<file path="config.mk">
export PLATFORM = sky130hd
export DESIGN_NAME = direction_queue
export DESIGN_NICKNAME = d
export VERILOG_FILES = /design/src/rtl/direction_queue.sv
export SDC_FILE = /design/constraint.sdc
export NUM_CORES = 1
export LEC_CHECK = 0
export CORE_MARGIN = 3
export CORE_UTILIZATION = 42
export CTS_CLUSTER_SIZE = 12
export DETAILED_ROUTE_END_ITERATION = 7
export PLACE_DENSITY = 0.67
export SYNTH_ARGS = -nofsm -noshare
export SYNTH_HDL_FRONTEND = slang
export SYNTH_SLANG_ARGS = --single-unit
export TNS_END_PERCENT = 5
</file>
<file path="constraint.sdc">
create_clock -name clk -period 4.9 [get_ports clk]
set_input_delay 0.49 -clock clk [delete_from_list [all_inputs] [get_ports clk]]
set_output_delay 0.49 -clock clk [all_outputs]
set_load 0.02 [all_outputs]
</file>
<file path="src/rtl/direction_queue.sv">
// direction_queue: turns button presses into a worm heading, one change per tick.
// Edge-detects presses, rejects same/opposite turns relative to the last queued
// heading (or the live heading when the queue is empty), and buffers accepted
// turns in a small circular queue so that quick double-turns are not lost.
// Optional feature: define DIRQ_DROP_COUNT_EN to add a saturating count of
// rejected presses on drop_count.
module direction_queue #(
    parameter int         DEPTH     = 2,
    parameter logic [1:0] RESET_DIR = 2'b11
) (
    input  logic       clk,
    input  logic       reset,
    input  logic       button_pushed,
    input  logic [1:0] button_state,
    input  logic       tick,
    input  logic       flush,
    output logic [1:0] heading,
    output logic       turned,
`ifdef DIRQ_DROP_COUNT_EN
    output logic [7:0] drop_count,
`endif
    output logic [1:0] queue_count
);

    localparam int            PW      = (DEPTH > 1) ? $clog2(DEPTH) : 1;
    localparam logic [PW-1:0] LAST    = PW'(DEPTH - 1);
    localparam logic [1:0]    DEPTH_C = 2'(DEPTH);

    logic [1:0]    q_q [DEPTH];
    logic [1:0]    q_d [DEPTH];
    logic [PW-1:0] head_q, head_d;
    logic [PW-1:0] tail_q, tail_d;
    logic [1:0]    count_q, count_d;
    logic [1:0]    heading_q, heading_d;
    logic          turned_q, turned_d;
    logic          pushed_q, pushed_d;
    logic [7:0]    drop_q, drop_d;

    logic          press_evt;
    logic          pop;
    logic          full;
    logic          accept;
    logic [PW-1:0] last_idx;
    logic [1:0]    ref_dir;

    function automatic logic [PW-1:0] ptr_inc(input logic [PW-1:0] p);
        return (p == LAST) ? '0 : p + 1'b1;
    endfunction

    // Accept decision, queue push/pop and heading update.
    always_comb begin
        pushed_d  = button_pushed;
        press_evt = button_pushed & ~pushed_q;
        last_idx  = (tail_q == '0) ? LAST : tail_q - 1'b1;
        ref_dir   = (count_q != 2'd0) ? q_q[last_idx] : heading_q;
        pop       = tick && (count_q != 2'd0);
        full      = (count_q == DEPTH_C);
        accept    = press_evt
                    && (button_state != ref_dir)
                    && (button_state != (ref_dir ^ 2'b01))
                    && (!full || pop);

        q_d       = q_q;
        head_d    = head_q;
        tail_d    = tail_q;
        count_d   = count_q;
        heading_d = heading_q;
        turned_d  = 1'b0;
        drop_d    = drop_q;

        if (flush) begin
            head_d    = '0;
            tail_d    = '0;
            count_d   = 2'd0;
            heading_d = RESET_DIR;
            drop_d    = 8'd0;
        end else begin
            if (pop) begin
                heading_d = q_q[head_q];
                turned_d  = 1'b1;
                head_d    = ptr_inc(head_q);
            end
            if (accept) begin
                q_d[tail_q] = button_state;
                tail_d      = ptr_inc(tail_q);
            end
            if (accept && !pop) begin
                count_d = count_q + 2'd1;
            end else if (pop && !accept) begin
                count_d = count_q - 2'd1;
            end
            if (press_evt && !accept && (drop_q != 8'hFF)) begin
                drop_d = drop_q + 8'd1;
            end
        end
    end

    // State registers with synchronous reset.
    always_ff @(posedge clk) begin
        if (reset) begin
            for (int i = 0; i < DEPTH; i++) q_q[i] <= 2'b00;
            head_q    <= '0;
            tail_q    <= '0;
            count_q   <= 2'd0;
            heading_q <= RESET_DIR;
            turned_q  <= 1'b0;
            pushed_q  <= 1'b0;
            drop_q    <= 8'd0;
        end else begin
            for (int i = 0; i < DEPTH; i++) q_q[i] <= q_d[i];
            head_q    <= head_d;
            tail_q    <= tail_d;
            count_q   <= count_d;
            heading_q <= heading_d;
            turned_q  <= turned_d;
            pushed_q  <= pushed_d;
            drop_q    <= drop_d;
        end
    end

    assign heading     = heading_q;
    assign turned      = turned_q;
    assign queue_count = count_q;
`ifdef DIRQ_DROP_COUNT_EN
    assign drop_count  = drop_q;
`else
    logic unused_drop;
    assign unused_drop = ^drop_q;
`endif

endmodule

</file>
==> impl_results.md <==
- Status: complete, no violations
- Crit path cell chain: clkdlybuf4s50_1, xor2_1, nor3_1, nor4_1, ha_1, nor2_1, xnor2_1, nor3_1
- First-pass GRT wire length: between 1500 and 2000 um
- # diodes: 0
- WP data required: between 5 and 6 ns
- GPL Wtd Cong: ~0.72
- Post-Route Setup TNS: 0 ns
- Worst setup path class: in2reg
- LEAKAGE: 0.295 nW
- Count of final hold-check violations: 0
- Max Freq: between 400 and 500 MHz
- Die width: 44.9 um
- Count of nets after finishing: 89
- Number of DRC markers in iteration 0: 5
- Buffers on Ports: 11
- CTS tree: built
- Slowest stage cell, crit path: clkdlybuf4s50_1
- Most frequent cells in the layout: dfxtp_1, clkdlybuf4s50_1, mux2i_1, nor3_1
- Worst-skew pair later-pin latency: roughly 0.27 ns
- Setup crit end kind: register
- Max-slew violations: 0
- Most numerous cell on the critical path: nor3_1
- Syn Nets: 76
- Peak per-stage delay on the critical path: roughly 0.57 ns
- Clk slew on worst S/H paths: 0.08 ns
- Tmin final: about 2.3 ns
- Slew Limit Headroom: 0.660
- Io pins: 12
- Dpl hpwl: between 800 and 900 um
- WL/cell: around 12 um
- Vias in the first global route: between 400 and 500
- Row count: 13
- RSZ-0062 raised after global routing: no
- Final Util: 0.570
- Vias post-DR: 495
- # fillers: roughly 130
- Die ar.: between 0.002 and 0.0025 sq mm
- Max Root-Sink Buffers: 2
- Starting Density: 0.465
- Vias per cell: around 5.2
- Peak VDD IR: between 100 and 150 uV
- Crit share post-route: 0.468
- PostCTS Resize Cnt: 0
- Multi-input gate area: between 300 and 400 sq um
- Core area: between 0.001 and 0.0015 sq mm
- Routed Antenna Nets: 0
- CTS Root Cell: clkbuf_4
- Pwr/cell area: 291 mW/mm^2
- Clock skew: around 0.0068 ns
- Arr. time, crit path: roughly 2.5 ns
- Max Cap Viol: 0
- Worst min-delay path class: reg2reg
- Final setup vio count: 0
- Pin count of the biggest net entering global routing: 13
- Vert. Die Dim: 44.9 um
- Commonest non-fill, non-tap cell in the layout: dfxtp_1
- Yosys warns: 0
- Layout Cells excl Fill: 95
- Pre-Repair DR Iteration Count: 4
- #FFs+latches synth: 12
- Total wire length: between 1000 and 1500 um
- DRC viols: 0
- Register area: between 200 and 250 sq um
- Cts bufs inserted: 3
- Mapped Area: ~640 sq um
- Synth Area per Inst: just over 9 sq um
- Cts hold-fix bufs: 0
- H-Tree Depth: 1
- Global Route Usage Sum: 0.131
- Initial antenna violation count: 0
- Dpl cells: 91
- Sequential fraction of the synthesis area: 0.378
- Area growth from synthesis to layout: 22.4%
- CP startpoint kind: primary input
- Cells after synthesis: roughly 70
- Critical path buffer and inverter count: 1
- Power, Total: 0.000226 W
- Share of post-route cells with drive strength above 1: 0.0875
- Post-CTS Setup Repair Bufs: 0
- Crit Path Max Fanout: 6
- CTS sink cnt: 12
- Grt total ovfl: 0
- Family with the most delay on the worst path: simple AND/OR/NAND/NOR gates
- Post-synthesis cell type count: 26
- Worst-margin pin slew: between 0.5 and 0.6 ns
==> sequential cells by signal (all words and copies together) (netlist names) <==
name / flops
turned: 1
queue_count: 2
pushed_q: 1
heading: 2
tail_q: 1
q_q: 4
head_q: 1
==> stage by stage <==
| stage | hold slack, ns | area (sq um) | worst slack (ns) |
|---|---|---|---|
| 2_1_floorplan | 0.448 | 636 | 2.94 |
| 3_3_place_gp | 0.466 | 742 | 2.38 |
| 3_5_place_dp | 0.470 | 742 | 2.34 |
| 4_1_cts | 0.486 | 778 | 2.62 |
| 5_1_grt | 0.531 | 778 | 2.50 |
| 6_report | 0.484 | 778 | 2.61 |
==> synth_stat cells <==
cell type / n / area (sq um)
inv_1: 2 / 7.51
nor4_1: 1 / 6.26
nand2b_1: 5 / 31.3
a31oi_1: 2 / 12.5
buf_4: 1 / 7.51
nor2b_1: 1 / 6.26
o211ai_1: 2 / 15.0
or4_1: 1 / 7.51
nor3_1: 7 / 35.0
dfxtp_1: 12 / 240
clkbuf_1: 1 / 3.75
o21ai_0: 3 / 15.0
nand2_1: 5 / 18.8
o21ai_1: 1 / 5.00
nor2_1: 3 / 11.3
nor3b_4: 1 / 18.8
or3b_1: 2 / 17.5
ha_1: 1 / 12.5
mux2_2: 1 / 11.3
mux2i_1: 7 / 70.1
buf_6: 1 / 11.3
or4b_4: 1 / 13.8
o21bai_1: 1 / 7.51
or3_1: 1 / 6.26
xnor2_1: 1 / 8.76
xor2_1: 4 / 35.0
==> report_power, final <==
part	leakage, nW	switching [W]	internal, W
logic	0.177	0.0000196	0.0000217
registers	0.0974	0.00000555	0.000101
clock network	0.0210	0.0000333	0.0000451
==> cells by family (layout without fill, tap and decap cells) <==
kind of cell / Yosys count / in the layout / share of synthesized area
and+or+nand+nor: 28 / 28 / 0.272
DFF: 12 / 12 / 0.378
AOI/OAI and AO/OA: 9 / 9 / 0.0866
muxes: 8 / 8 / 0.128
xor gates and xnor gates: 5 / 5 / 0.0689
buffers and inverters: 5 / 17 / 0.0472
adders and majority gates: 1 / 1 / 0.0197
==> metal layers <==
metal,track usage,part of all wire
met3,0.0359,0.054
met4,0.0526,0
met2,0.203,0.43
met5,0,0
met1,0.170,0.51
==> worst paths after layout <==
kind / startpoint / endpoint / slack [ns] / cells past startpoint
max: button_state[1] / queue_count[1]$_SDFFE_PP0P_ / 2.61 / 8
min: q_q[2]$_SDFFE_PP0P_ / q_q[2]$_SDFFE_PP0P_ / 0.48 / 2
max reg2reg: tail_q$_SDFFE_PP0N_ / queue_count[1]$_SDFFE_PP0P_ / 2.85 / 7
min reg2reg: q_q[2]$_SDFFE_PP0P_ / q_q[2]$_SDFFE_PP0P_ / 0.48 / 2
==> tightest hold or removal path: cells and delay by family, from the launching register on <==
kind	cells	cell delay [ns]
AND/OR/NAND/NOR	1	0.06
multiplexers	1	0.06
flip-flops	1	0.31
==> layout make-up <==
type                    count  share of cell area
repair buffers             11               0.141
flip-flops and latches     12               0.309
inverters                   2             0.00965
clock buffers               4              0.0466
multi-input cells          51               0.469
well taps                  15              0.0241
Power figures use the tool's default switching activity.
